[config.mk]
export PLATFORM = sky130hd
export DESIGN_NAME = glitch_sequencer
export DESIGN_NICKNAME = d
export VERILOG_FILES = /design/src/rtl/glitch_pkg.sv /design/src/rtl/glitch_timer.sv /design/src/rtl/glitch_sequencer.sv
export SDC_FILE = /design/constraint.sdc
export NUM_CORES = 1
export LEC_CHECK = 0
export CORE_MARGIN = 2
export CORE_UTILIZATION = 38
export CTS_CLUSTER_SIZE = 10
export DETAILED_ROUTE_END_ITERATION = 16
export GPL_TIMING_DRIVEN = 0
export PLACE_DENSITY_LB_ADDON = 0.2
export SLEW_MARGIN = 5
export SYNTH_ARGS = -nofsm -noshare
export SYNTH_HDL_FRONTEND = slang
export SYNTH_SLANG_ARGS = --single-unit
[constraint.sdc]
create_clock -name clk -period 2.8 [get_ports clk]
set_input_delay 0.56 -clock clk [delete_from_list [all_inputs] [get_ports clk]]
set_output_delay 0.56 -clock clk [all_outputs]
set_load 0.03 [all_outputs]
[src/rtl/glitch_pkg.sv]
// Shared types and default widths for the clock-glitch pulse sequencer.
package glitch_pkg;

    localparam int unsigned CNT_W_DEF  = 16;
    localparam int unsigned REP_W_DEF  = 8;
    localparam int unsigned MISS_W_DEF = 8;

    localparam logic MODE_SINGLE = 1'b0;
    localparam logic MODE_REARM  = 1'b1;

    typedef enum logic [2:0] {
        IDLE  = 3'd0,
        ARMED = 3'd1,
        DELAY = 3'd2,
        PULSE = 3'd3,
        GAP   = 3'd4
    } glitch_state_e;

endpackage : glitch_pkg

[src/rtl/glitch_timer.sv]
// Loadable down counter shared by the delay, pulse-width and gap phases.
module glitch_timer
    import glitch_pkg::*;
#(
    parameter int unsigned CNT_W = CNT_W_DEF
) (
    input  logic             clk,
    input  logic             reset,
    input  logic             load_i,
    input  logic [CNT_W-1:0] load_val_i,
    input  logic             en_i,
    output logic             expire_c_o
);

    logic [CNT_W-1:0] count_q;
    logic [CNT_W-1:0] count_d;

    // Load wins over decrement; the counter parks at zero and never wraps.
    always_comb begin
        count_d = count_q;
        if (load_i) begin
            count_d = load_val_i;
        end else if (en_i && (count_q != '0)) begin
            count_d = count_q - CNT_W'(1);
        end
    end

    always_ff @(posedge clk) begin
        if (reset) begin
            count_q <= '0;
        end else begin
            count_q <= count_d;
        end
    end

    assign expire_c_o = (count_q == CNT_W'(1));

endmodule : glitch_timer

[src/rtl/glitch_sequencer.sv]
// Trigger-driven glitch pulse sequencer: delay, then count pulses of width
// separated by gap, gating the XOR glitch clock through glitch_en.
module glitch_sequencer
    import glitch_pkg::*;
#(
    parameter int unsigned CNT_W  = CNT_W_DEF,
    parameter int unsigned REP_W  = REP_W_DEF,
    parameter int unsigned MISS_W = MISS_W_DEF
) (
    input  logic              clk,
    input  logic              reset,
    input  logic [CNT_W-1:0]  cfg_delay,
    input  logic [CNT_W-1:0]  cfg_width,
    input  logic [CNT_W-1:0]  cfg_gap,
    input  logic [REP_W-1:0]  cfg_count,
    input  logic              cfg_mode,
    input  logic              arm,
    input  logic              trigger,
    input  logic              abort,
    output logic              glitch_en,
    output logic              armed,
    output logic              busy,
    output logic              done,
    output logic [REP_W-1:0]  pulse_idx,
    output logic [MISS_W-1:0] missed_trig
);

    localparam logic [MISS_W-1:0] MISS_MAX = '1;

    glitch_state_e     state_q, state_d;
    logic              trig_q;
    logic [CNT_W-1:0]  dly_q, dly_d;
    logic [CNT_W-1:0]  wid_q, wid_d;
    logic [CNT_W-1:0]  gap_q, gap_d;
    logic [REP_W-1:0]  cnt_q, cnt_d;
    logic              mode_q, mode_d;
    logic [REP_W-1:0]  pulse_idx_q, pulse_idx_d;
    logic [MISS_W-1:0] missed_q, missed_d;
    logic              glitch_en_q, glitch_en_d;
    logic              armed_q, armed_d;
    logic              busy_q, busy_d;
    logic              done_q, done_d;

    logic              trig_edge;
    logic              busy_state;
    logic              last_pulse;
    logic              timer_load;
    logic [CNT_W-1:0]  timer_val;
    logic              timer_en;
    logic              timer_expire;

    assign trig_edge  = trigger & ~trig_q;
    assign busy_state = (state_q == DELAY) || (state_q == PULSE) || (state_q == GAP);
    assign last_pulse = (pulse_idx_q == (cnt_q - REP_W'(1)));

    glitch_timer #(
        .CNT_W (CNT_W)
    ) u_timer (
        .clk        (clk),
        .reset      (reset),
        .load_i     (timer_load),
        .load_val_i (timer_val),
        .en_i       (timer_en),
        .expire_c_o (timer_expire)
    );

    // Next-state, shadow-config and registered-output decode.
    always_comb begin
        state_d     = state_q;
        dly_d       = dly_q;
        wid_d       = wid_q;
        gap_d       = gap_q;
        cnt_d       = cnt_q;
        mode_d      = mode_q;
        pulse_idx_d = pulse_idx_q;
        missed_d    = missed_q;
        done_d      = 1'b0;
        timer_load  = 1'b0;
        timer_val   = wid_q;
        timer_en    = 1'b0;

        if (trig_edge && busy_state && (missed_q != MISS_MAX)) begin
            missed_d = missed_q + MISS_W'(1);
        end

        if (abort) begin
            state_d = IDLE;
        end else begin
            case (state_q)
                IDLE: begin
                    if (arm) begin
                        dly_d   = cfg_delay;
                        wid_d   = (cfg_width == '0) ? CNT_W'(1) : cfg_width;
                        gap_d   = (cfg_gap == '0) ? CNT_W'(1) : cfg_gap;
                        cnt_d   = (cfg_count == '0) ? REP_W'(1) : cfg_count;
                        mode_d  = cfg_mode;
                        state_d = ARMED;
                    end
                end
                ARMED: begin
                    if (trig_edge) begin
                        pulse_idx_d = '0;
                        timer_load  = 1'b1;
                        if (dly_q == '0) begin
                            timer_val = wid_q;
                            state_d   = PULSE;
                        end else begin
                            timer_val = dly_q;
                            state_d   = DELAY;
                        end
                    end
                end
                DELAY: begin
                    timer_en = 1'b1;
                    if (timer_expire) begin
                        timer_load = 1'b1;
                        timer_val  = wid_q;
                        state_d    = PULSE;
                    end
                end
                PULSE: begin
                    timer_en = 1'b1;
                    if (timer_expire) begin
                        if (last_pulse) begin
                            done_d  = 1'b1;
                            state_d = (mode_q == MODE_REARM) ? ARMED : IDLE;
                        end else begin
                            pulse_idx_d = pulse_idx_q + REP_W'(1);
                            timer_load  = 1'b1;
                            timer_val   = gap_q;
                            state_d     = GAP;
                        end
                    end
                end
                GAP: begin
                    timer_en = 1'b1;
                    if (timer_expire) begin
                        timer_load = 1'b1;
                        timer_val  = wid_q;
                        state_d    = PULSE;
                    end
                end
                default: begin
                    state_d = IDLE;
                end
            endcase
        end

        glitch_en_d = (state_d == PULSE);
        armed_d     = (state_d == ARMED);
        busy_d      = (state_d == DELAY) || (state_d == PULSE) || (state_d == GAP);
    end

    always_ff @(posedge clk) begin
        if (reset) begin
            state_q     <= IDLE;
            trig_q      <= 1'b0;
            dly_q       <= '0;
            wid_q       <= CNT_W'(1);
            gap_q       <= CNT_W'(1);
            cnt_q       <= REP_W'(1);
            mode_q      <= MODE_SINGLE;
            pulse_idx_q <= '0;
            missed_q    <= '0;
            glitch_en_q <= 1'b0;
            armed_q     <= 1'b0;
            busy_q      <= 1'b0;
            done_q      <= 1'b0;
        end else begin
            state_q     <= state_d;
            trig_q      <= trigger;
            dly_q       <= dly_d;
            wid_q       <= wid_d;
            gap_q       <= gap_d;
            cnt_q       <= cnt_d;
            mode_q      <= mode_d;
            pulse_idx_q <= pulse_idx_d;
            missed_q    <= missed_d;
            glitch_en_q <= glitch_en_d;
            armed_q     <= armed_d;
            busy_q      <= busy_d;
            done_q      <= done_d;
        end
    end

    assign glitch_en   = glitch_en_q;
    assign armed       = armed_q;
    assign busy        = busy_q;
    assign done        = done_q;
    assign pulse_idx   = pulse_idx_q;
    assign missed_trig = missed_q;

endmodule : glitch_sequencer

== Word-level counts from Yosys, hierarchy flattened ==
Index checks and enable logic that the tools add are counted.

* Input bits: 62
* Output and inout bits: 20
* Register bits after elaboration: 97

* Bitwise gates (word level): 5
* Equal/unequal tests: 14
* Muxes and demuxes: 33
* Add/sub/neg operators: 4
* Reductions and logical operators: 20

{| class="wikitable"
|+ Operators with widths
! operator !! count
|-
| two-way mux 16 bit || 9
|-
| logical NOT 16 bit || 3
|-
| two-way mux 8 bit || 4
|-
| one-hot mux 16 bit (2 select lines) || 1
|-
| two-way mux 3 bit || 6
|-
| adder 8 x 1 -> 8 bit (second input constant) || 2
|-
| equality test 16 x 1 -> 1 bit (second input constant) || 1
|-
| one-hot mux 8 bit (2 select lines) || 1
|-
| nonzero test 16 bit || 1
|-
| subtractor 16 x 1 -> 16 bit (second input constant) || 1
|-
| equality test 3 x 2 -> 1 bit (second input constant) || 4
|-
| one-hot mux 3 bit (4 select lines) || 1
|-
| two-way mux 1 bit || 10
|-
| equality test 8 bit || 1
|-
| logical NOT 8 bit || 1
|-
| inequality test 8 bit (second input constant) || 1
|-
| subtractor 8 x 1 -> 8 bit (second input constant) || 1
|-
| equality test 3 x 1 -> 1 bit (second input constant) || 2
|-
| equality test 3 bit (second input constant) || 2
|-
| inequality test 2 bit (second input constant) || 3
|-
| AND reduction 5 bit || 1
|-
| logical OR 1 bit || 4
|-
| NOT 1 bit || 4
|-
| nonzero test 2 bit || 2
|-
| 8 further kinds || 10
|}

== Depth between registers and ports, before layout ==
* Depth after elaboration: 9
* Gate-level depth with buffers: 10
* Depth with buffers taken out: 9

== By module ==
A second synthesis with hierarchy kept.

* Cell total of the unflattened synthesis: 614
* Area total of the unflattened synthesis: 4855.9 um2

{| class="wikitable"
|+ By module, submodules not included
! module !! instances !! area each (um2) !! cells an instance
|-
| glitch_sequencer || 1 || 3844.9 || 494
|-
| glitch_timer || 1 || 1011.0 || 120
|}

== Least setup slack after synthesis ==
OpenSTA, ideal clock, no wires.

* Path type: flip-flop to flip-flop
* Start: register u_timer.count_q[1]
* End: register pulse_idx_q[5] (netlist: pulse_idx[5])
* Path slack: 190 ps
* Data arrival time: 2550 ps
* Cell stages (with the launch flop): 11
* Clock period less this slack: 2610 ps
* Required time: 2740 ps
* Cell sequence: dfxtp_1 inv_1 ha_1 or4b_2 nor4_4 a21o_1 nand2_1 a21o_1 buf_6 or4_1 nand2_1

* Word-level cells in the longest chain between the ends: 3

{| class="wikitable"
|+ RTL lines
! what !! RTL line !! text
|-
| start: declaration || glitch_timer.sv:15 || <nowiki>logic [CNT_W-1:0] count_q;</nowiki>
|-
| start signal: assignment || glitch_timer.sv:32 || <nowiki>count_q <= count_d;</nowiki>
|-
| equality test 16 x 1 -> 1 bit || glitch_timer.sv:36 || <nowiki>assign expire_c_o = (count_q == CNT_W'(1));</nowiki>
|-
| inequality test 2 bit (no source line) || n/a ||
|-
| AND reduction 5 bit (no source line) || n/a ||
|-
| end signal: assignment || glitch_sequencer.sv:177 || <nowiki>pulse_idx_q <= pulse_idx_d;</nowiki>
|-
| end: declaration || glitch_sequencer.sv:37 || <nowiki>logic [REP_W-1:0] pulse_idx_q, pulse_idx_d;</nowiki>
|}

No other way between the ends.
A chain may end at the register's enable or synchronous reset.

== Final worst setup path ==
* Start: register u_timer.count_q[4]
* End: register u_timer.count_q[4]

* Word-level cells in the longest chain between the ends: 5
* Elaborated cells between the ends (all ways): 14
* Those cells by class: add/sub: 1; eq/ne: 1; mux: 9; reduce/logical: 3

{| class="wikitable"
|+ RTL lines
! what
|-
| branches (longest 5 deep; another with subtractor 16 x 1 -> 16 bit)
|}

Several ways; the timed one is not identified. The select of a mux whose other input is x is not followed.

==> qor.csv <==
stage;metric;value;unit
job;Max Cap Viol;0;
drt;DRT Pass-1 Iters;5;
drt;DRC;0;
logic_synthesis;Simple-Gate Fraction of Synth Area;0.267;
power_and_ir_drop;NetSw;816;uW
floorplanning;width of the chip;116;um
critical_path;CP startpoint kind;register;
logic_synthesis;Unique masters post-synth;56;
global_route;global-route wire length before repair;22600;um
layout;Final nets;776;
logic_synthesis;asr flop ratio synth;0;
logic_synthesis;Synth Area in Compound Gates;0.218;
global_route;total gr overflow;0;
timing;Slew Viols, Final;0;
power_and_ir_drop;leakage;0.00228;uW
timing;Worst slew margin;0.328;
critical_path;Worst Setup End Kind;register;
logic_synthesis;Adder-Cell Fraction of Synth Area;0.0132;
power_and_ir_drop;Clk network pwr share;0.398;
place;dpl cell area;5750;sq um
clocking;root buffer cell;clkbuf_16;
clocking;clk buf depth;2;
critical_path;largest stage delay on the critical path;610;ps
critical_path;CP Buf/Inv Count;1;
layout;fill cell count;1156;
logic_synthesis;register area share after synthesis;0.411;
power_and_ir_drop;sw frac;0.256;
power_and_ir_drop;Gate power share;0.140;
logic_synthesis;post-synthesis mux area share;0.00424;
floorplanning;core area;12100;sq um
logic_synthesis;largest family of logic cells by synthesized area;simple AND/OR/NAND/NOR gates;
global_route;vias in the first global route;4539;
layout;register area;1940;sq um
layout;final cell count without fillers;882;
floorplanning;Die Y-Extent;116;um
layout;layout cells sized above 1;0.0868;
drt;remaining antenna violation count;0;
timing;final worst-path cycle share;0.962;
global_route;GRT Util Overall;0.216;
floorplanning;num rows;40;
clocking;CTS sink count;97;
logic_synthesis;Cells after Synth;602;
logic_synthesis;post-synthesis average cell area;7.85;sq um
status;status;complete, no violations;
floorplanning;die area;13300;sq um
logic_synthesis;synthesized flop and latch total;97;
critical_path;crit-path cells;or4_4, nor4_4, and3_1, nand2_1, nor2_2, buf_4, a22oi_1, a221oi_1;
timing;RSZ-0062 raised after global routing;yes;
logic_synthesis;number of synthesis warnings;0;
place;Placed Cells;851;
clocking;clock slew at reported path FFs;70;ps
critical_path;worst path required time;3050;ps
timing;setup TNS;0;ps
global_route;largest net degree at the start of global routing;16;
timing;Post-Route Skew;4.97;ps
power_and_ir_drop;Power Density;506;nW/um^2
critical_path;Slowest cell on crit path;or4_4;
timing;hold_ws;458;ps
clocking;CTS tree;built;
power_and_ir_drop;maximum vdd drop;0.000272;V
timing;Max Fclk;371;MHz
place;DP HPWL;10700;um
floorplanning;Initial Utilization;0.392;
drt;DR iter-0 viols;479;
logic_synthesis;post-synthesis cell area;4720;sq um
logic_synthesis;synthesized net count;669;
timing;count of final setup violators;0;
clocking;Clk Latency, worst-skew pair;340;ps
clocking;Num CTS Buffers;9;
clocking;H-tree Lvls;3;
drt;WL final;14400;um
logic_synthesis;Post-synth EDFFs;0;
floorplanning;Ports;82;
timing;fin crit period;2690;ps
critical_path;kind of critical path;reg -> reg;
logic_synthesis;Post-Synth XOR/XNOR Area;0.0501;
drt;drt wl/cell;16.4;um
place;IO buf count;81;
layout;n_diodes;0;
layout;final instance area;6310;sq um
drt;DR vias;4819;
layout;area of the multi-input gates;2740;sq um
place;Final GP Congestion;0.916;
timing;Worst Max-Slew Pin Slew;998;ps
timing;Hold Violations, Final;0;
layout;Layout Area Growth over Synthesis;33.6;%
power_and_ir_drop;sequential power share;0.461;
critical_path;CP max FO;10;
critical_path;Crit path max-delay family;simple AND/OR/NAND/NOR gates;
logic_synthesis;Post-synth top flop;dfxtp_1;
hold_path;Hold Path Class;reg -> reg;
critical_path;WP data arrival;2940;ps
global_route;initial antenna violation count;0;
drt;drt via density;5.46;
power_and_ir_drop;internal power;2380;uW
-- sequential cells by signal (all words and copies together), names as in the netlist --
name,count
armed,1
busy,1
cnt_q,8
dly_q,16
done,1
gap_q,16
glitch_en,1
missed_trig,8
mode_q,1
pulse_idx,8
state_q,3
trig_q,1
u_timer.count_q,16
wid_q,16
-- placed cells by master (no fill, tap or decap), types with 5 or more instances in the layout --
cell	count
a221oi_1	13
dfxtp_1	96
o211ai_1	6
or3_1	5
nor2_1	34
nand3_1	9
o21ai_0	14
clkbuf_16	9
a221oi_2	5
nor4_1	15
nand2b_1	6
xnor2_1	14
a21o_1	8
buf_4	14
nand4_1	7
clkdlybuf4s50_1	81
a21oi_1	76
clkbuf_1	28
inv_1	8
nor3_1	14
nor2b_1	7
nand2_1	140
xor2_1	13
-- kinds of logic after synthesis --
group / count (synthesis)
flops: 97
buf+inv: 43
fa+ha+maj: 5
compound gates: 161
simple gates: 267
mux: 2
xor+xnor: 27
-- repair_timing --
item                                   in CTS  in global routing
pin swaps                                   4                  6
gates resized for setup                    16                 23
buffers inserted                            6                  8
cloned                                      0                  1
endpoints found under the hold margin       0                  0
hold buffers                                0                  0
setup endpoints to repair                  22                 25
-- worst paths after layout --
path	start	to	slack [ps]	cells after the start
max	u_timer.count_q[4]$_SDFFE_PP0P_	u_timer.count_q[4]$_SDFFE_PP0P_	110	8
min	wid_q[9]$_SDFFE_PP0P_	wid_q[9]$_SDFFE_PP0P_	460	2
max reg2reg	u_timer.count_q[4]$_SDFFE_PP0P_	u_timer.count_q[4]$_SDFFE_PP0P_	110	8
min reg2reg	wid_q[9]$_SDFFE_PP0P_	wid_q[9]$_SDFFE_PP0P_	460	2
-- worst register-to-register path, delay by kind of cell, from the launching register on --
family	cells	cell delay [ps]
buffers and inverters	1	250
DFF	1	350
and+or+nand+nor	5	1570
AOI/OAI and AO/OA	2	430
-- metrics by stage --
step	setup slack, ps	util	total power, uW
4_1_cts	0.178	0.510	3170
2_1_floorplan	190	-	1710
5_1_grt	-22.0	0.523	3310
3_5_place_dp	-584	0.476	1890
3_3_place_gp	-578	0.476	1880
6_report	107	0.523	3190
-- cell usage after synthesis, drive strengths merged (3+ instances only) --
cell,count,area (sq um)
a21o,8,60.1
a22oi,3,22.5
o21a,3,22.5
clkbuf,31,116
a31oi,3,18.8
or4,6,45.0
a221oi,18,158
o211ai,6,45.0
nand4,7,43.8
nand2b,6,37.5
or3,5,31.3
a211oi,3,22.5
nand3,9,45.0
nor4,18,134
o211a,3,30.0
nor2,35,131
xor2,13,114
nor3,15,80.1
and2,4,25.0
a21oi,78,390
nand2,140,526
xnor2,14,123
ha,5,62.6
nor2b,7,43.8
buf,3,21.3
inv,9,33.8
a211o,3,26.3
o21ai,15,75.1
dfxtp,97,1940
and3,3,18.8
-- power groups by stage --
stage          registers [uW]  clock network, uW  logic (uW)
2_1_floorplan            1490                  0         222
3_3_place_gp             1500                  0         384
3_5_place_dp             1500                  0         392
4_1_cts                  1470               1280         420
5_1_grt                  1480               1340         489
6_report                 1470               1270         449
-- final cells by class --
type,count,share of cell area
plain buffers,34,0.0254
clock buffers,12,0.0406
clock inverters,4,0.00813
inverters,9,0.00535
multi-input cells,463,0.434
flip-flops and latches,97,0.308
well taps,168,0.0333
repair buffers,95,0.146
-- per-layer routing --
layer | track usage | vias up | wire, um | share of wire
met2 | 0.353 | 162 | 6820 | 0.47
met4 | 0.0691 | 0 | 257 | 0.018
li1 | - | 2367 | - | -
met3 | 0.0361 | 22 | 735 | 0.051
met1 | 0.291 | 2268 | 6620 | 0.46
met5 | 0 | - | 0 | 0
(Power assumes the default switching activity.)
